**config.mk**
```make
export PLATFORM = sky130hd
export DESIGN_NAME = pooling_ctrl
export DESIGN_NICKNAME = d
export VERILOG_FILES = /design/src/rtl/pooling_ctrl_pkg.sv /design/src/rtl/pooling_2x2.sv /design/src/rtl/pooling_ctrl.sv
export SDC_FILE = /design/constraint.sdc
export NUM_CORES = 1
export LEC_CHECK = 0
export CAP_MARGIN = 20
export CORE_AREA = 5 5 160 162
export DETAILED_ROUTE_END_ITERATION = 8
export DIE_AREA = 0 0 165 167
export PLACE_DENSITY = 0.6
export SYNTH_ARGS = -nofsm -noshare
export SYNTH_HDL_FRONTEND = slang
export SYNTH_SLANG_ARGS = --single-unit
```
**constraint.sdc**
```tcl
create_clock -name clk -period 6.6 [get_ports clk]
set_clock_uncertainty 0.05 [all_clocks]
set_input_delay 0.99 -clock clk [delete_from_list [all_inputs] [get_ports clk]]
set_output_delay 0.99 -clock clk [all_outputs]
set_load 0.05 [all_outputs]
```
**src/rtl/pooling_ctrl_pkg.sv**
```systemverilog
// Shared definitions for the 2x2 max-pool sequencer: FSM encoding and counter widths.
package pooling_ctrl_pkg;

    typedef enum logic [1:0] {
        ST_IDLE  = 2'd0,
        ST_RUN   = 2'd1,
        ST_DRAIN = 2'd2,
        ST_DONE  = 2'd3
    } state_t;

    // Counter width that never collapses to zero bits for degenerate sizes.
    function automatic int cnt_w(input int n);
        return (n <= 1) ? 1 : $clog2(n);
    endfunction

    localparam int DEF_IMG_W = 28;
    localparam int DEF_IMG_H = 28;
    localparam int COL_W     = cnt_w(DEF_IMG_W);
    localparam int PAIR_W    = cnt_w(DEF_IMG_H / 2);

endpackage

```
**src/rtl/pooling_2x2.sv**
```systemverilog
// 2x2 signed max-pool datapath: a two-column shift window and a combinational max tree.
module pooling_2x2 #(
    parameter int BIT_WIDTH = 32
) (
    input  logic                        clk,
    input  logic                        en,
    input  logic signed [BIT_WIDTH-1:0] in1,
    input  logic signed [BIT_WIDTH-1:0] in2,
    output logic signed [BIT_WIDTH-1:0] max_out
);

    // [0]/[1] = older column (upper/lower), [2]/[3] = newest column.
    logic signed [BIT_WIDTH-1:0] win_reg [4];
    logic signed [BIT_WIDTH-1:0] max_a;
    logic signed [BIT_WIDTH-1:0] max_b;

    always_ff @(posedge clk) begin
        if (en) begin
            win_reg[0] <= win_reg[2];
            win_reg[1] <= win_reg[3];
            win_reg[2] <= in1;
            win_reg[3] <= in2;
        end
    end

    always_comb begin
        max_a   = (win_reg[0] > win_reg[1]) ? win_reg[0] : win_reg[1];
        max_b   = (win_reg[2] > win_reg[3]) ? win_reg[2] : win_reg[3];
        max_out = (max_a > max_b) ? max_a : max_b;
    end

endmodule

```
**src/rtl/pooling_ctrl.sv**
```systemverilog
// Frame sequencer for the 2x2 max-pool datapath: accepts column pairs, captures one
// pooled result per two columns and streams them out with a frame-final marker.
module pooling_ctrl
    import pooling_ctrl_pkg::*;
#(
    parameter int BIT_WIDTH = 32,
    parameter int IMG_W     = DEF_IMG_W,
    parameter int IMG_H     = DEF_IMG_H
) (
    input  logic                        clk,
    input  logic                        rst,
    input  logic                        start,
    input  logic                        in_valid,
    output logic                        in_ready,
    input  logic signed [BIT_WIDTH-1:0] in1,
    input  logic signed [BIT_WIDTH-1:0] in2,
    output logic                        out_valid,
    input  logic                        out_ready,
    output logic signed [BIT_WIDTH-1:0] out_data,
    output logic                        out_last,
    output logic                        busy,
    output logic                        done
);

    localparam int CW = cnt_w(IMG_W);
    localparam int PW = cnt_w(IMG_H / 2);

    generate
        if ((IMG_W % 2) != 0) begin : g_bad_img_w
            $error("pooling_ctrl: IMG_W must be even");
        end
        if ((IMG_H % 2) != 0) begin : g_bad_img_h
            $error("pooling_ctrl: IMG_H must be even");
        end
    endgenerate

    state_t                      state_reg;
    state_t                      state_next;
    logic [CW-1:0]               col_reg;
    logic [PW-1:0]               pair_reg;
    logic                        cap_pend_reg;
    logic                        out_valid_reg;
    logic                        out_last_reg;
    logic signed [BIT_WIDTH-1:0] out_data_reg;

    logic                        accept;
    logic                        col_last;
    logic                        pair_last;
    logic                        out_hs;
    logic signed [BIT_WIDTH-1:0] pool_max;

    assign col_last  = (col_reg == CW'(IMG_W - 1));
    assign pair_last = (pair_reg == PW'(IMG_H / 2 - 1));
    assign out_hs    = out_valid_reg && out_ready;
    assign accept    = in_valid && in_ready;

    pooling_2x2 #(
        .BIT_WIDTH(BIT_WIDTH)
    ) u_pool (
        .clk    (clk),
        .en     (accept),
        .in1    (in1),
        .in2    (in2),
        .max_out(pool_max)
    );

    always_comb begin
        state_next = state_reg;
        in_ready   = 1'b0;
        unique case (state_reg)
            ST_IDLE: begin
                if (start) state_next = ST_RUN;
            end
            ST_RUN: begin
                // Input stalls while a capture is pending or the output slot is still occupied.
                in_ready = !cap_pend_reg && (!out_valid_reg || out_ready);
                if (in_valid && in_ready && col_last && pair_last) state_next = ST_DRAIN;
            end
            ST_DRAIN: begin
                if (out_hs && out_last_reg) state_next = ST_DONE;
            end
            ST_DONE: begin
                state_next = ST_IDLE;
            end
            default: state_next = ST_IDLE;
        endcase
    end

    always_ff @(posedge clk) begin
        if (rst) begin
            state_reg     <= ST_IDLE;
            col_reg       <= '0;
            pair_reg      <= '0;
            cap_pend_reg  <= 1'b0;
            out_valid_reg <= 1'b0;
            out_last_reg  <= 1'b0;
            out_data_reg  <= '0;
        end else begin
            state_reg <= state_next;

            if (cap_pend_reg) cap_pend_reg <= 1'b0;

            if (state_reg == ST_IDLE && start) begin
                col_reg      <= '0;
                pair_reg     <= '0;
                cap_pend_reg <= 1'b0;
            end else if (accept) begin
                cap_pend_reg <= col_reg[0];
                if (col_last) begin
                    col_reg  <= '0;
                    pair_reg <= pair_last ? '0 : pair_reg + PW'(1);
                end else begin
                    col_reg  <= col_reg + CW'(1);
                end
            end

            if (out_hs) begin
                out_valid_reg <= 1'b0;
                out_last_reg  <= 1'b0;
            end
            // The final capture always happens in DRAIN, which is what marks it as last.
            if (cap_pend_reg) begin
                out_data_reg  <= pool_max;
                out_valid_reg <= 1'b1;
                out_last_reg  <= (state_reg == ST_DRAIN);
            end
        end
    end

    assign out_valid = out_valid_reg;
    assign out_last  = out_last_reg;
    assign out_data  = out_data_reg;
    assign busy      = (state_reg != ST_IDLE);
    assign done      = (state_reg == ST_DONE);

endmodule

```
==> results_dict.tcl, run 1 <==
set metrics [dict create \
    syn_nets 907 \
    cap_violations 0 \
    instances_no_fill 1191 \
    fill_cells 2285 \
    remaining_drc_errors 0 \
    io_buffers 105 \
    viasPerCell 4.92 \
    ir_worst_vdd_mv 0.318 \
    period_share 0.771 \
    start_util 0.366 \
    vias 5859 \
    clock_sinks 174 \
    synth_flop_cell "edfxtp_1" \
    endpoint_kind "register" \
    setup_viol 0 \
    die_x_um 165 \
    max_stage_delay_ns 0.44 \
    ctsHoldBuffers 0 \
    start_kind "register" \
    critical_path.max_fanout 16 \
    dp.cells 1159 \
    maxSlewHeadroom 0.352 \
    hold_violations 0 \
    fin_ws_ns 1.51 \
    drt-pass1-iter-count 5 \
    leakage_nw 4.48 \
    routed_wl_um 20400 \
    grt_pass1_vias 5958 \
    dieArea_mm2 0.0276 \
    core_area_mm2 0.0240 \
    wl_per_cell_um 17.2 \
    yosys.area.top_type "edfxtp_1" \
    ys_warn_count 0 \
    grt_overflow 0 \
    grtUsageTotal 0.152 \
    synth_edf_count 128 \
    synth.distinct_cells 44 \
    period_minus_slack_ns 5.09 \
    status "finished, final reports clean" \
    htreeDepth 4 \
    rows 57 \
    clk_latency_ns 0.43 \
    post-synth-top-count-cell "edfxtp_1" \
    dpl_cell_area_mm2 0.0102 \
    grt_pass1_wl_um 32300 \
    ff_latch_area_mm2 0.00476 \
    cts.clk_slew.worst_paths_ns 0.06 \
    synthToLayoutAreaGrowth_pct 23.2 \
    numCtsBuffers 17 \
    cts-root-buf "clkbuf_16" \
    antenna_cells 0 \
    drive_gt1_frac 0.0519 \
    drt_iter0_drc 288 \
    final_net_count 1025 \
    rsz0062_at_grt "no" \
    slowest_stage "nor4_2" \
    multi_input_area_mm2 0.00352 \
    setup_tns_ns 0 \
    max_freq_ghz 0.197 \
    syn_inst 736 \
    async_reset_ff_frac 0 \
    grt_max_degree 77 \
    netlist_top_cells_area "edfxtp_1, ha_1, dfxtp_1, mux2i_1, inv_1" \
    final_area_mm2 0.0108 \
    netlist_area_mm2 0.00876 \
    power.density_mw_per_mm2 334 \
    crit_arrival_ns 5.37 \
    hpwlAfterDp_um 15400 \
    cts_tree "yes" \
    worst_pin_slew_ns 0.971 \
    slew_violations 0 \
    drtAntennaViolNets 0 \
    clk_path_buf_depth 2 \
    path_cells "ha_1 > nand4_1 > nor4_2 > inv_1 > o41ai_1 > a211oi_1 > a211oi_4 > buf_4 > mux2i_1 > ha_1 > a21o_1 > a2111o_1 > a211oi_1 > a221oi_1 > a21o_1 > nand2b_1 > buf_4 > o221ai_1" \
    crit_type "reg -> reg" \
    yosysSeqAreaShare 0.544 \
    place.gp.congestion 0.814 \
    ios 106 \
    hold_path_class "reg -> reg" \
    largest_register_ff_count 128 \
    synth_top_area_share 0.439 \
    place_ws_ns 1.49 \
    cts_post_setup_buffers_inserted 0 \
    antenna_found_initial 0 \
    die_h_um 167 \
    cp.required_ns 6.89 \
    ctsResizeCount 0 \
    synth-seq-cells 174 \
    yosys-top-cells-count "edfxtp_1, inv_1, ha_1" \
    syn_area_per_cell_um2 11.9 \
]
[logic make-up after synthesis]
family,count (synthesis),share of synthesized area
DFF,174,0.544
AOI/OAI and AO/OA,127,0.0991
xor gates and xnor gates,4,0.00400
buffers and inverters,122,0.0552
and+or+nand+nor,142,0.0782
muxes,65,0.0742
adders and majority gates,102,0.146
[cells in the final DEF (no fill, tap or decap), drive strengths merged, types with 2 or more instances in the layout]
cell           count
a21oi             44
a31oi              3
or3                3
buf               10
o21ai             15
a2111oi            2
xor2               2
a21o              10
dfxtp             46
a221oi             2
o211ai             6
edfxtp           128
nor2b              6
nor2              20
clkinvlp           2
inv              109
nand4             22
nor3               2
nand2             62
xnor2              2
clkdlybuf4s50    105
o221ai            32
nor3b              3
and2               2
mux2i             65
clkinv             4
a211oi             5
nand2b             3
nand3             10
a22oi              2
clkbuf            22
ha               102
nor4               6
[metal layers]
metal / part of all wire / wire length, um / global-route usage
met1: 0.46 / 9350 / 0.207
met5: 0 / 0 / 0
met3: 0.049 / 1000 / 0.0351
met2: 0.48 / 9710 / 0.243
met4: 0.018 / 372 / 0.0445
[worst max-delay path, delay by kind of cell, from the launching register on]
kind / cells / cell delay (ns)
compound gates: 9 / 2.03
fa+ha+maj: 2 / 0.69
buf+inv: 3 / 0.68
flops: 1 / 0.43
mux: 1 / 0.30
simple gates: 3 / 0.82
[final timing paths]
| kind | endpoint | slack, ns | start | cells past startpoint |
|---|---|---|---|---|
| min | u_pool.win_reg[1][31] | 0.43 | u_pool.win_reg[3][31] | 0 |
| max | out_data[12] | 1.51 | u_pool.win_reg[2][31] | 18 |
| max reg2reg | out_data[12] | 1.51 | u_pool.win_reg[2][31] | 18 |
| min reg2reg | u_pool.win_reg[1][31] | 0.43 | u_pool.win_reg[3][31] | 0 |
[final cells by class]
| type | instances | share of cell area |
|---|---|---|
| Inverter | 106 | 0.0371 |
| Sequential cell | 174 | 0.441 |
| Clock inverter | 10 | 0.00985 |
| Tap cell | 324 | 0.0376 |
| Timing Repair Buffer | 115 | 0.104 |
| Clock buffer | 22 | 0.0439 |
| Multi-Input combinational cell | 440 | 0.326 |
[where the power goes]
part	switching (W)	internal, W	leakage (nW)	total [W]
sequential	0.0000863	0.00136	1.54	0.00145
clock	0.000437	0.000557	0.278	0.000993
combinational	0.000701	0.000465	2.66	0.00117
total	0.00122	0.00238	4.48	0.00361
[metrics by stage]
step | util | hold WS (ns) | total power, W
floorplan | - | 0.399 | 0.00229
global placement | 0.426 | 0.407 | 0.00264
detailed placement | 0.426 | 0.411 | 0.00264
CTS | 0.451 | 0.427 | 0.00364
global route | 0.451 | 0.443 | 0.00384
finish | 0.451 | 0.426 | 0.00361
No activity file was read; power rests on OpenSTA's default activity.
==> inputs of run 2 (changes only) <==
PLACE_DENSITY = 0.63   (was 0.6)
clock period = 4.65 ns   (was 6.6 ns; I/O delays follow)
==> run 2 against run 1 <==
Sequential share of layout area fell by 3.7 points. First-iteration DRC count rose by 7.3%. Global-route usage rose by 0.23 points. Highest routed layer unchanged.
==> results_dict.tcl, run 2 (synthesis results as in run 1) <==
set metrics [dict create \
    dieArea_mm2 0.0276 \
    setup_tns_ns 0 \
    hpwlAfterDp_um 15300 \
    grtUsageTotal 0.154 \
    drive_gt1_frac 0.163 \
    grt_pass1_wl_um 32900 \
    cpMostUsedCell "inv_1" \
    path_cells "ha_4 > nand4_1 > nor4_4 > inv_1 > o41ai_2 > a211oi_2 > a211oi_4 > buf_6 > buf_12 > mux2i_1 > ha_1 > inv_1 > or3_1 > nor4_2 > a221oi_2 > a21o_1 > nand2b_4 > clkbuf_16 > o221ai_2" \
    drt_iter0_drc 309 \
    start_kind "register" \
    p_total_w 0.00573 \
    hold_path_class "reg -> reg" \
    clk_path_buf_depth 2 \
    antenna_found_initial 0 \
    power.density_mw_per_mm2 486 \
    core_area_mm2 0.0240 \
    ir_worst_vdd_mv 0.305 \
    drtAntennaViolNets 0 \
    leakage_nw 4.85 \
    start_util 0.366 \
    mostFrequentLayoutCell "edfxtp_1" \
    rsz0062_at_grt "yes" \
    setup_viol 0 \
    max_stage_delay_ns 0.48 \
    place_ws_ns -0.184 \
    worst_pin_slew_ns 0.567 \
    synthToLayoutAreaGrowth_pct 34.5 \
    ios 106 \
    largest_register_ff_count 128 \
    die_x_um 165 \
    final_net_count 1079 \
    grt_pass1_vias 6201 \
    antenna_cells 0 \
    io_buffers 105 \
    slew_violations 0 \
    period_share 0.999 \
    place.gp.congestion 0.832 \
    routed_wl_um 21500 \
    htreeDepth 4 \
    clock_sinks 174 \
    utilization 0.492 \
    wl_per_cell_um 17.3 \
    vias 6178 \
    drt-pass1-iter-count 5 \
    cts.clk_slew.worst_paths_ns 0.07 \
    fin_ws_ns 0.00395 \
    grt_max_degree 72 \
    slowest_stage "edfxtp_1" \
    viasPerCell 4.96 \
    critical_path.max_fanout 12 \
    cts-root-buf "clkbuf_16" \
    die_h_um 167 \
    max_freq_ghz 0.215 \
    cap_violations 0 \
    clk_latency_ns 0.44 \
    cts_tree "yes" \
    maxSlewHeadroom 0.619 \
    endpoint_kind "register" \
    status "finished, final reports clean" \
    remaining_drc_errors 0 \
    hold_violations 0 \
    fill_cells 2165 \
    final_cell_mix "edfxtp_1, clkdlybuf4s50_1, inv_1" \
    ctsHoldBuffers 0 \
    grt_overflow 0 \
    cp.required_ns 4.96 \
    numCtsBuffers 17 \
    period_minus_slack_ns 4.65 \
    crit_type "reg -> reg" \
    rows 57 \
    crit_arrival_ns 4.96 \
]
-- run 2: critical path, delay by kind of cell (launching register included) --
family	cells	cell delay, ns
adders and majority gates	2	0.48
DFF	1	0.48
muxes	1	0.33
buffers and inverters	5	0.69
and+or+nand+nor	5	1.38
AOI/OAI and AO/OA	6	1.13
-- run 2: path summary, 6_finish.rpt --
kind	start	end	slack [ns]	depth (start not counted)
max	u_pool.win_reg[2][29]	out_data[4]	0.004	19
min reg2reg	out_data[20]	out_data[20]	0.41	2
max reg2reg	u_pool.win_reg[2][29]	out_data[4]	0.004	19
min	out_data[20]	out_data[20]	0.41	2
-- run 2: routing by layer --
layer  global-route usage  vias up  share of wire
li1                     -     3065              -
met1                0.201     2966           0.45
met2                0.254      122           0.49
met3               0.0306       25          0.041
met4               0.0575        0          0.019
met5                    0        -              0
-- run 2: where the power goes --
part	internal [W]	switching [W]
registers	0.00193	0.000133
clock network	0.000889	0.000689
logic	0.000954	0.00113
total	0.00377	0.00196
-- run 2: metrics by stage --
step	area (um2)	instances	hold WS, ns
2_1_floorplan	8760	736	0.399
3_3_place_gp	10500	1194	0.397
3_5_place_dp	10500	1194	0.398
4_1_cts	11200	1229	0.418
5_1_grt	11800	1245	0.437
6_report	11800	1245	0.414
-- run 2: timing repair --
item	CTS	global route
gates resized for setup	8	69
endpoints found under the setup margin	32	32
cloned	0	3
setup buffers	3	13
pin swaps	3	14
-- run 2: area by class of cell --
cell class              instances  area [um2]  area share
flip-flops and latches        174        4760       0.404
multi-input cells             440        3890       0.330
repair buffers                169        1670       0.142
clock buffers                  19         475      0.0403
well taps                     324         405      0.0344
inverters                     106         400      0.0340
clock inverters                13         181      0.0154
